==> config.mk <==
export PLATFORM = sky130hd
export DESIGN_NAME = sata_oobdetect
export DESIGN_NICKNAME = d
export VERILOG_FILES = /design/src/rtl/sata_oobdetect_pkg.sv /design/src/rtl/sata_sync2.sv /design/src/rtl/sata_oobdetect.sv
export SDC_FILE = /design/constraint.sdc
export NUM_CORES = 1
export LEC_CHECK = 0
export CORE_ASPECT_RATIO = 0.9
export CORE_MARGIN = 4
export CORE_UTILIZATION = 58
export CTS_CLUSTER_DIAMETER = 50
export DETAILED_ROUTE_END_ITERATION = 8
export GPL_ROUTABILITY_DRIVEN = 0
export PLACE_DENSITY = 0.75
export SLEW_MARGIN = 10
export SYNTH_ARGS = -nofsm -noshare
export SYNTH_HDL_FRONTEND = slang
export SYNTH_SLANG_ARGS = --single-unit
export TNS_END_PERCENT = 30
==> constraint.sdc <==
create_clock -name i_clk -period 2.9 [get_ports i_clk]
set_input_delay 0.435 -clock i_clk [delete_from_list [all_inputs] [get_ports i_clk]]
set_output_delay 0.435 -clock i_clk [all_outputs]
set_load 0.02 [all_outputs]
==> src/rtl/sata_oobdetect_pkg.sv <==
// Shared OOB definitions: FSM states, gap classes, default cycle constants and
// the gap classifier, common to the receive detector and the transmit generator.
package sata_oobdetect_pkg;

  typedef enum logic [1:0] {
    S_IDLE  = 2'd0,
    S_BURST = 2'd1,
    S_GAP   = 2'd2,
    S_HOLD  = 2'd3
  } oob_state_e;

  typedef enum logic [1:0] {
    GAP_NONE = 2'd0,
    GAP_WAKE = 2'd1,
    GAP_INIT = 2'd2,
    GAP_BAD  = 2'd3
  } gap_class_e;

  localparam int unsigned DEF_NBURSTS      = 4;
  localparam int unsigned DEF_MIN_BURST    = 5;
  localparam int unsigned DEF_MAX_BURST    = 12;
  localparam int unsigned DEF_MIN_WAKE_GAP = 5;
  localparam int unsigned DEF_MAX_WAKE_GAP = 12;
  localparam int unsigned DEF_MIN_INIT_GAP = 18;
  localparam int unsigned DEF_MAX_INIT_GAP = 36;

  function automatic gap_class_e classify_gap(input int unsigned len,
                                              input int unsigned min_wake,
                                              input int unsigned max_wake,
                                              input int unsigned min_init,
                                              input int unsigned max_init);
    if (len >= min_wake && len <= max_wake) return GAP_WAKE;
    if (len >= min_init && len <= max_init) return GAP_INIT;
    return GAP_BAD;
  endfunction

endpackage

==> src/rtl/sata_sync2.sv <==
// Generic 2-FF synchronizer with asynchronous active-high reset.
module sata_sync2 #(
  parameter int unsigned      WIDTH     = 1,
  parameter logic [WIDTH-1:0] RESET_VAL = '0
) (
  input  logic             clk_i,
  input  logic             rst_i,
  input  logic [WIDTH-1:0] d_i,
  output logic [WIDTH-1:0] q_o
);

  logic [WIDTH-1:0] ff1_q;
  logic [WIDTH-1:0] ff2_q;

  always_ff @(posedge clk_i or posedge rst_i) begin
    if (rst_i) begin
      ff1_q <= RESET_VAL;
      ff2_q <= RESET_VAL;
    end else begin
      ff1_q <= d_i;
      ff2_q <= ff1_q;
    end
  end

  assign q_o = ff2_q;

endmodule

==> src/rtl/sata_oobdetect.sv <==
// Receive-side OOB burst/gap decoder producing one-cycle COMINIT/COMWAKE pulses.
// Optional SATA_OOB_DEGLITCH_EN inserts a 3-sample majority filter after the synchronizer.
module sata_oobdetect
  import sata_oobdetect_pkg::*;
#(
  parameter int unsigned NBURSTS      = DEF_NBURSTS,
  parameter int unsigned MIN_BURST    = DEF_MIN_BURST,
  parameter int unsigned MAX_BURST    = DEF_MAX_BURST,
  parameter int unsigned MIN_WAKE_GAP = DEF_MIN_WAKE_GAP,
  parameter int unsigned MAX_WAKE_GAP = DEF_MAX_WAKE_GAP,
  parameter int unsigned MIN_INIT_GAP = DEF_MIN_INIT_GAP,
  parameter int unsigned MAX_INIT_GAP = DEF_MAX_INIT_GAP
) (
  input  logic i_clk,
  input  logic i_reset,
  input  logic i_elecidle,
  output logic o_cominit,
  output logic o_comwake,
  output logic o_busy
);

  localparam int unsigned    CW      = $clog2(MAX_INIT_GAP + 2);
  localparam logic [CW-1:0]  CNT_SAT = CW'(MAX_INIT_GAP + 1);

  logic idle_sync;
  logic idle_s;

  sata_sync2 #(
    .WIDTH     (1),
    .RESET_VAL (1'b1)
  ) u_sync (
    .clk_i (i_clk),
    .rst_i (i_reset),
    .d_i   (i_elecidle),
    .q_o   (idle_sync)
  );

`ifdef SATA_OOB_DEGLITCH_EN
  logic [1:0] hist_q;

  always_ff @(posedge i_clk or posedge i_reset) begin
    if (i_reset) hist_q <= '1;
    else         hist_q <= {hist_q[0], idle_sync};
  end

  assign idle_s = (idle_sync & hist_q[0]) | (idle_sync & hist_q[1]) | (hist_q[0] & hist_q[1]);
`else
  assign idle_s = idle_sync;
`endif

  oob_state_e    state_q, state_d;
  gap_class_e    cls_q, cls_d;
  gap_class_e    gcls;
  logic [CW-1:0] cnt_q, cnt_d;
  logic [3:0]    nb_q, nb_d;
  logic [3:0]    nb_inc;
  logic          idle_q;
  logic          cominit_q, cominit_d;
  logic          comwake_q, comwake_d;
  logic          rise, fall;
  logic          burst_ok;
  int unsigned   cnt_len;

  assign rise     = idle_s & ~idle_q;
  assign fall     = ~idle_s & idle_q;
  assign cnt_len  = 32'(cnt_q);
  assign burst_ok = (cnt_len >= MIN_BURST) && (cnt_len <= MAX_BURST);
  assign gcls     = classify_gap(cnt_len, MIN_WAKE_GAP, MAX_WAKE_GAP, MIN_INIT_GAP, MAX_INIT_GAP);
  assign nb_inc   = nb_q + 4'd1;

  always_ff @(posedge i_clk or posedge i_reset) begin
    if (i_reset) begin
      state_q   <= S_IDLE;
      cls_q     <= GAP_NONE;
      cnt_q     <= '0;
      nb_q      <= '0;
      idle_q    <= 1'b1;
      cominit_q <= 1'b0;
      comwake_q <= 1'b0;
    end else begin
      state_q   <= state_d;
      cls_q     <= cls_d;
      cnt_q     <= cnt_d;
      nb_q      <= nb_d;
      idle_q    <= idle_s;
      cominit_q <= cominit_d;
      comwake_q <= comwake_d;
    end
  end

  // Restarting at 1 makes the count seen in an edge cycle equal the length of the level just ended.
  always_comb begin
    cnt_d = cnt_q;
    if (rise || fall)          cnt_d = CW'(1);
    else if (cnt_q != CNT_SAT) cnt_d = cnt_q + CW'(1);
  end

  always_comb begin
    state_d   = state_q;
    cls_d     = cls_q;
    nb_d      = nb_q;
    cominit_d = 1'b0;
    comwake_d = 1'b0;

    unique case (state_q)
      S_IDLE: begin
        if (!idle_s) begin
          state_d = S_BURST;
          nb_d    = '0;
          cls_d   = GAP_NONE;
        end
      end

      S_BURST: begin
        if (rise) begin
          if (!burst_ok) begin
            state_d = S_IDLE;
            nb_d    = '0;
            cls_d   = GAP_NONE;
          end else begin
            nb_d = nb_inc;
            if (nb_inc == 4'(NBURSTS)) begin
              cominit_d = (cls_q == GAP_INIT);
              comwake_d = (cls_q == GAP_WAKE);
              state_d   = S_HOLD;
            end else begin
              state_d = S_GAP;
            end
          end
        end
      end

      S_GAP: begin
        // Saturation wins over a simultaneous fall: a 37+ cycle gap always ends the sequence.
        if (cnt_q == CNT_SAT) begin
          state_d = S_IDLE;
          nb_d    = '0;
          cls_d   = GAP_NONE;
        end else if (fall) begin
          state_d = S_BURST;
          if (gcls == GAP_BAD) begin
            nb_d  = '0;
            cls_d = GAP_NONE;
          end else if (cls_q == GAP_NONE) begin
            cls_d = gcls;
          end else if (gcls != cls_q) begin
            cls_d = gcls;
            nb_d  = 4'd1;
          end
        end
      end

      S_HOLD: begin
        if (idle_q && cnt_q == CNT_SAT) begin
          state_d = S_IDLE;
          nb_d    = '0;
          cls_d   = GAP_NONE;
        end
      end

      default: state_d = S_IDLE;
    endcase
  end

  assign o_cominit = cominit_q;
  assign o_comwake = comwake_q;
  assign o_busy    = (state_q != S_IDLE);

endmodule

==> Flow_metrics.wiki, run 1 <==
{| class="wikitable"
! Metric !! Value
|-
| Endpoint class of the critical path || flop
|-
| Synthesized net count || 133
|-
| I/O pin cnt || 6
|-
| Filler Cell Count || 171
|-
| Crit path buf inv count || 1
|-
| Standard-cell row count || 15
|-
| Synth top area cells || sky130_fd_sc_hd__dfrtp_1 33%, sky130_fd_sc_hd__ha_1 13%, sky130_fd_sc_hd__dfstp_2 6.6%
|-
| Post-CTS setup repair buffer count || 0
|-
| Slew Limit Fails || 0
|-
| CTS Buffer Depth || 2
|-
| Total number of H-tree levels || 1
|-
| Remaining antenna violation count after routing || 0
|-
| Cell accounting for the most synthesized area || sky130_fd_sc_hd__dfrtp_1
|-
| Run status || finished, final reports clean
|-
| WP data required || 3.12 ns
|-
| Setup_tns || 0 ns
|-
| TritonCTS clock tree || done
|-
| Max-cap violation count || 0
|-
| Vias in the first global route || between 800 and 900
|-
| Count of cell types in the netlist || 43
|-
| Number of antenna violations at the first check in global routing || 0
|-
| Worst Setup Start Kind || flop
|-
| Reg-to-reg critical path startpoint || cnt_q[0]$_DFFE_PP0P_
|-
| Tightest Pin Transition || 0.703 ns
|-
| Final Hold Vio Count || 0
|-
| Classification of the worst setup path || flop to flop
|-
| Number of buffers created by CTS || 3
|-
| Number of flops mapped to enable cells by yosys || 0
|-
| Data arrival at the endpoint of the critical path || about 2.5 ns
|-
| Die W || approximately 56 µm
|-
| Grt met2 use || 29.5%
|-
| Worst hold stages || 0
|-
| Slowest cell delay on critical path || 0.48 ns
|-
| GRT overflow || 0
|-
| Fraction of registers with async set or reset after synthesis || 100%
|-
| Slew margin rel. || 53.1%
|-
| Number of gates resized after cts || 0
|-
| Initial core utilization || between 60% and 70%
|-
| Area growth, synth to finish || 6.78%
|-
| Filler-free cell count of the finished design || 149
|-
| Path category of the worst min-delay check || flop to flop
|-
| Later-pin clock latency in the skew report || 0.30 ns
|-
| Sequential-to-total area share from yosys stat || 39.9%
|-
| Post-synthesis average cell area || 10.2 µm²
|-
| Routing usage on met1 || about 22%
|-
| Clock skew after layout || 0.00966 ns
|-
| Total power per unit cell area || 610 nW/µm²
|-
| Syn Std Cell Area || about 1200 µm²
|-
| Final Power || 0.782 mW
|-
| Crit path max fanout || 8
|-
| Portion of synthesized cell area occupied by the leading cell type || 33.4%
|-
| Fraction of layout instances using a drive strength above 1 || 11.3%
|-
| Total routing usage reported by global routing || between 10% and 20%
|-
| Number of instances in the placed design || ~150
|-
| Total wire length after detailed routing || 2090 µm
|-
| TritonRoute pass-1 iters || 4
|-
| Highest Clock Rate || 432 MHz
|-
| Setup slack, reg-to-reg || 0.58 ns
|-
| Die Height || 51.2 µm
|-
| Final critical-path required period || roughly 2.3 ns
|-
| Share of the core filled with cells in the final layout || 66.3%
|-
| Number of antenna repair diodes || 0
|-
| Number of DRC violations after detailed routing || 0
|-
| Buffers on Ports || 5
|-
| Clock-pin slew of the registers on the worst-case setup and hold paths || 0.10 ns
|-
| Post-DP HPWL || 1590 µm
|-
| Die area || 2860 µm²
|-
| Met3 Resource Use GR || about 5.3%
|-
| Cell at the slowest stage of the critical path || sky130_fd_sc_hd__or4b_1
|-
| Setup repair after global routing missed its margin || no
|-
| Vias after detailed routing || 855
|-
| Register bit total from synthesis || 19
|-
| Largest net degree at the start of global routing || 20
|-
| Gate count after technology mapping || about 120
|-
| Endpoint of the worst hold-timing path || u_sync.q_o$_DFF_PP1_
|-
| Detail-routed net length per standard cell || 14.0 µm
|-
| Final setup violation count || 0
|-
| Post-cts hold buffer count || 0
|-
| Series of cell instances along the critical path || inv_1, ha_1, and3b_1, or4b_1, nor2_1, nand3_1, nor3b_1
|-
| Number of sinks driven by the clock tree || 19
|-
| Critical R2R Capture || o_cominit$_DFF_PP0_
|-
| Total Nets Final || 140
|-
| Number of DRC violations after detailed-routing iteration 0 || 10
|-
| Final clock period utilization by the worst path || between 70% and 80%
|-
| Top Usage Layer GRT || met2
|-
| Worst Min Path Start || u_sync.ff1_q$_DFF_PP1_
|-
| Wire length of the first global-routing pass || 3790 µm
|-
| Ys flop type || sky130_fd_sc_hd__dfrtp_1
|-
| Category of cells accounting for the largest share of critical-path delay || simple AND/OR/NAND/NOR gates
|-
| Mean number of vias per cell || between 5 and 6
|-
| Static Leakage || between 0.6 and 0.7 nW
|-
| Logic depth of the worst register-to-register path || 7
|-
| Master cell of the clock root buffer || sky130_fd_sc_hd__clkbuf_4
|-
| Core ar. || 1930 µm²
|-
| YS warnings || 0
|-
| Largest vdd supply drop || 0.441 mV
|}
==> worst max path at each step <==
| stage | depth (start not counted) | slack, ns | to | from |
|---|---|---|---|---|
| 5_1_grt | 7 | 0.41 | o_comwake$_DFF_PP0_ | cnt_q[1]$_DFFE_PP0P_ |
| 3_5_place_dp | 8 | 0.62 | nb_q[0]$_DFFE_PP0P_ | cnt_q[0]$_DFFE_PP0P_ |
| 4_1_cts | 8 | 0.59 | nb_q[0]$_DFFE_PP0P_ | cnt_q[0]$_DFFE_PP0P_ |
| 3_3_place_gp | 8 | 0.66 | nb_q[0]$_DFFE_PP0P_ | cnt_q[0]$_DFFE_PP0P_ |
| 6_report | 7 | 0.58 | o_cominit$_DFF_PP0_ | cnt_q[0]$_DFFE_PP0P_ |
| 2_1_floorplan | 8 | 0.74 | nb_q[0]$_DFFE_PP0P_ | cnt_q[0]$_DFFE_PP0P_ |
==> layer usage <==
layer,vias up,part of all wire [%]
met5,-,0
met4,0,1.3
met3,4,3.4
met2,11,47
met1,409,48
li1,431,-
==> logic make-up (layout without fill, tap and decap cells) <==
family,after synthesis,in the layout,share of synthesized area (%)
AND/OR/NAND/NOR,46,46,22.6
AO/OA/AOI/OAI,22,22,15.1
flip-flops,19,19,39.9
buffers and inverters,14,20,5.63
adder cells (fa/ha/maj),12,12,12.5
multiplexers,3,3,2.71
XOR/XNOR,2,2,1.46
==> power breakdown <==
part           switching [mW]  internal, mW  leakage, nW  total, mW
registers              0.0320         0.293        0.248      0.325
logic                   0.186         0.139        0.352      0.325
clock network          0.0776        0.0537       0.0150      0.131
==> cell usage after synthesis, types with 3 or more instances <==
cell and n:
sky130_fd_sc_hd__nand3_1 5, sky130_fd_sc_hd__nor2_1 4, sky130_fd_sc_hd__nor3b_1 3, sky130_fd_sc_hd__nor2b_1 4, sky130_fd_sc_hd__ha_1 12, sky130_fd_sc_hd__dfrtp_1 16
sky130_fd_sc_hd__nor3_1 3, sky130_fd_sc_hd__nand2_1 9, sky130_fd_sc_hd__dfstp_2 3, sky130_fd_sc_hd__inv_1 11, sky130_fd_sc_hd__o21ai_0 3
==> worst reg2reg max path: stages, from the launching register on <==
cell	delay, ns
sky130_fd_sc_hd__dfrtp_1	0.42
sky130_fd_sc_hd__inv_1	0.12
sky130_fd_sc_hd__ha_1	0.16
sky130_fd_sc_hd__and3b_1	0.19
sky130_fd_sc_hd__or4b_1	0.48
sky130_fd_sc_hd__nor2_1	0.40
sky130_fd_sc_hd__nand3_1	0.22
sky130_fd_sc_hd__nor3b_1	0.24
==> stage by stage <==
stage / worst slack (ns) / hold slack [ns] / cell area (µm²)
2_1_floorplan: 0.742 / 0.345 / 1200
3_5_place_dp: 0.618 / 0.352 / 1250
5_1_grt: 0.415 / 0.370 / 1280
4_1_cts: 0.588 / 0.368 / 1280
6_report: 0.584 / 0.364 / 1280
3_3_place_gp: 0.665 / 0.347 / 1250
==> flip-flops by register name, summed over array words and instances, names as in the netlist, 2 cells and up <==
signal and flops:
cnt_q 6, nb_q 4, cls_q 2, state_q 2
==> layout by cell type, fill, tap and decap left out, types with 2 or more instances in the layout <==
cell type,netlist,layout
sky130_fd_sc_hd__xnor2_1,2,2
sky130_fd_sc_hd__dfrtp_1,16,16
sky130_fd_sc_hd__or4_2,2,2
sky130_fd_sc_hd__and3b_1,2,2
sky130_fd_sc_hd__clkbuf_4,0,3
sky130_fd_sc_hd__and3_1,2,2
sky130_fd_sc_hd__inv_1,11,11
sky130_fd_sc_hd__or3_1,2,2
sky130_fd_sc_hd__nor4_1,2,2
sky130_fd_sc_hd__nand2b_1,2,2
sky130_fd_sc_hd__a31oi_1,2,2
sky130_fd_sc_hd__nand2_1,9,9
sky130_fd_sc_hd__nor2b_1,4,4
sky130_fd_sc_hd__dfstp_2,3,3
sky130_fd_sc_hd__mux2_2,2,2
sky130_fd_sc_hd__nor3b_1,3,3
sky130_fd_sc_hd__clkdlybuf4s50_1,0,5
sky130_fd_sc_hd__nor3_1,3,3
sky130_fd_sc_hd__ha_1,12,12
sky130_fd_sc_hd__nand3_1,5,5
sky130_fd_sc_hd__a21o_1,2,2
sky130_fd_sc_hd__nor2_1,4,4
sky130_fd_sc_hd__a21boi_0,2,2
sky130_fd_sc_hd__a21oi_1,2,2
sky130_fd_sc_hd__o21ai_0,3,3
==> layout make-up <==
| type | instances | area (µm²) | share of cell area [%] |
|---|---|---|---|
| clock buffers | 4 | 26.3 | 2.05 |
| multi-input cells | 85 | 653 | 51.0 |
| repair buffers | 5 | 50.0 | 3.91 |
| flip-flops and latches | 19 | 479 | 37.4 |
| inverters | 11 | 41.3 | 3.22 |
| well taps | 25 | 31.3 | 2.44 |
(Power assumes the default switching activity.)
==> run 2, diff against run 1 <==
- CORE_UTILIZATION: 58 -> 52
- PLACE_DENSITY: 0.75 -> 0.71
- clock period: 2.9 -> 2.1 ns (I/O delays scaled with it)
==> run 2 against run 1 <==
  * First-iteration DRC count grew to 3.2 times the previous value
  * Sequential share of layout area decreased by 3.7 points
  * Die area rose by 9.8%
  * Critical endpoint is now nb_q[0]$_DFFE_PP0P_
  * Core utilization shrank 1.2 points
  * Register-to-register slack lost 0.58 ns
  * Hold slack gained 0.0014 ns
==> Flow_metrics.wiki, run 2 (synthesis results as in run 1) <==
{| class="wikitable"
! Metric !! Value
|-
| Setup_tns || 0 ns
|-
| Fraction of layout instances using a drive strength above 1 || around 27%
|-
| Max-cap violation count || 0
|-
| Register bank with the most flops || cnt_q
|-
| Master cell of the clock root buffer || sky130_fd_sc_hd__clkbuf_4
|-
| Number of antenna repair diodes || 0
|-
| Final clock period utilization by the worst path || 99.9%
|-
| Number of sinks driven by the clock tree || 19
|-
| Run status || finished, final reports clean
|-
| Most frequent standard cell in the layout excluding fill and tap cells || sky130_fd_sc_hd__dfrtp_1
|-
| Max reg flops || 6
|-
| GRT overflow || 0
|-
| Final Power || 1.26 mW
|-
| Final Hold Vio Count || 0
|-
| CTS Buffer Depth || 2
|-
| Category of cells accounting for the largest share of critical-path delay || simple AND/OR/NAND/NOR gates
|-
| Total routing usage reported by global routing || 17.1%
|-
| Wire length of the first global-routing pass || 3970 µm
|-
| Classification of the worst setup path || flop to flop
|-
| Core ar. || 2180 µm²
|-
| Total power per unit cell area || 888 nW/µm²
|-
| Number of DRC violations after detailed-routing iteration 0 || 32
|-
| TritonRoute pass-1 iters || 6
|-
| Most frequent cells in the layout || 16 x sky130_fd_sc_hd__dfrtp_1, 11 x sky130_fd_sc_hd__ha_1, 11 x sky130_fd_sc_hd__buf_4
|-
| Die W || 58.6 µm
|-
| Number of instances in the placed design || ~160
|-
| Reg-to-reg critical path startpoint || cnt_q[0]$_DFFE_PP0P_
|-
| Largest vdd supply drop || roughly 0.93 mV
|-
| Total Nets Final || 152
|-
| Initial core utilization || 55.0%
|-
| Data arrival at the endpoint of the critical path || 2.34 ns
|-
| Highest Clock Rate || roughly 480 MHz
|-
| Slowest cell delay on critical path || ~0.48 ns
|-
| Total wire length after detailed routing || 2270 µm
|-
| Number of buffers created by CTS || 3
|-
| Vias after detailed routing || 903
|-
| Post-DP HPWL || 1760 µm
|-
| Logic depth of the worst register-to-register path || 7
|-
| Number of DRC violations after detailed routing || 0
|-
| Setup slack, reg-to-reg || 0.001 ns
|-
| Filler-free cell count of the finished design || 163
|-
| I/O pin cnt || 6
|-
| Setup repair after global routing missed its margin || yes
|-
| Series of cell instances along the critical path || inv_2, ha_2, and3b_1, or4b_4, or3_1, a221oi_2, mux2_4
|-
| Endpoint of the worst hold-timing path || u_sync.q_o$_DFF_PP1_
|-
| Area growth, synth to finish || 18.4%
|-
| Mean number of vias per cell || 5.54
|-
| Later-pin clock latency in the skew report || 0.29 ns
|-
| Clock-pin slew of the registers on the worst-case setup and hold paths || 0.11 ns
|-
| Cell at the slowest stage of the critical path || sky130_fd_sc_hd__or4b_4
|-
| Slew Limit Fails || 0
|-
| Crit path max fanout || 3
|-
| Vias in the first global route || 900
|-
| Total number of H-tree levels || 1
|-
| Remaining antenna violation count after routing || 0
|-
| Post-cts hold buffer count || 0
|-
| Final critical-path required period || about 2.1 ns
|-
| Clock skew after layout || 0.00378 ns
|-
| Worst hold stages || 0
|-
| Largest net degree at the start of global routing || 20
|-
| Crit path buf inv count || 1
|-
| Hold slack || 0.365 ns
|-
| Worst Setup Start Kind || flop
|-
| WP data required || approximately 2.3 ns
|-
| TritonCTS clock tree || done
|-
| Critical R2R Capture || nb_q[0]$_DFFE_PP0P_
|-
| Die Height || 53.6 µm
|-
| Registers with the most flip-flops || cnt_q x6, nb_q x4
|-
| Tightest Pin Transition || 0.719 ns
|-
| Static Leakage || 0.671 nW
|-
| Final setup violation count || 0
|-
| Path category of the worst min-delay check || flop to flop
|-
| Number of antenna violations at the first check in global routing || 0
|-
| Worst Min Path Start || u_sync.ff1_q$_DFF_PP1_
|-
| Detail-routed net length per standard cell || ~14 µm
|-
| Buffers on Ports || 5
|-
| Endpoint class of the critical path || flop
|-
| Slew margin rel. || about 52%
|-
| Standard-cell row count || 16
|-
| Die area || about 3100 µm²
|}
[run 2: cell count changes in the layout (fill, tap and decap cells not counted), moves of 2 or more]
cell,previous run,this run
sky130_fd_sc_hd__inv_2,0,2
sky130_fd_sc_hd__nand3_2,0,2
sky130_fd_sc_hd__buf_4,0,11
sky130_fd_sc_hd__inv_1,11,9
sky130_fd_sc_hd__nand3_1,5,3
[run 2: metal layers]
metal | vias to the layer above | wire (µm) | global-route usage [%]
met3 | 2 | 86 | 5.04
met4 | 0 | 10 | 3.40
met5 | - | 0 | 0
met1 | 430 | 1140 | 22.9
met2 | 14 | 1040 | 27.9
li1 | 457 | - | -
[run 2: how the worst max path moves through the flow]
stage                              start                  end  depth (start not counted)
CTS                 cnt_q[0]$_DFFE_PP0P_  nb_q[0]$_DFFE_PP0P_                          8
floorplan           cnt_q[0]$_DFFE_PP0P_  nb_q[0]$_DFFE_PP0P_                          8
finish              cnt_q[0]$_DFFE_PP0P_  nb_q[0]$_DFFE_PP0P_                          7
global route        cnt_q[1]$_DFFE_PP0P_  nb_q[0]$_DFFE_PP0P_                          7
detailed placement  cnt_q[0]$_DFFE_PP0P_  nb_q[0]$_DFFE_PP0P_                          8
global placement    cnt_q[0]$_DFFE_PP0P_  nb_q[0]$_DFFE_PP0P_                          8
[run 2: area by class of cell]
class | instances | area [µm²]
clock buffers | 4 | 26.3
flip-flops and latches | 19 | 479
repair buffers | 17 | 144
fillers | 183 | 762
inverters | 11 | 41.3
multi-input cells | 85 | 696
well taps | 27 | 33.8
[run 2: repair_timing]
| action | CTS | global route |
|---|---|---|
| endpoints found under the setup margin | 3 | 9 |
| resized for setup | 3 | 7 |
| setup buffers | 1 | 1 |
| pin swaps | 1 | 5 |
[run 2: worst register-to-register path: cells and delay by family (launching register included)]
family                   cells  cell delay, ns
buffers and inverters        1            0.07
AND/OR/NAND/NOR              3            1.00
AO/OA/AOI/OAI                1            0.22
flip-flops                   1            0.42
adder cells (fa/ha/maj)      1            0.16
multiplexers                 1            0.17
[run 2: report_power, final]
group	switching, mW	internal (mW)
registers	0.0375	0.405
clock network	0.111	0.0739
logic	0.316	0.318
total	0.464	0.797
[run 2: metrics by stage]
step | setup slack [ns] | utilization, % | cell area [µm²]
after detailed placement | -0.0168 | 61.5 | 1340
after global routing | -0.0718 | 65.1 | 1420
final | 0.00113 | 65.1 | 1420
after floorplan | 0.0304 | - | 1210
after CTS | 0.00286 | 63.6 | 1390
after global placement | 0.0204 | 61.5 | 1340
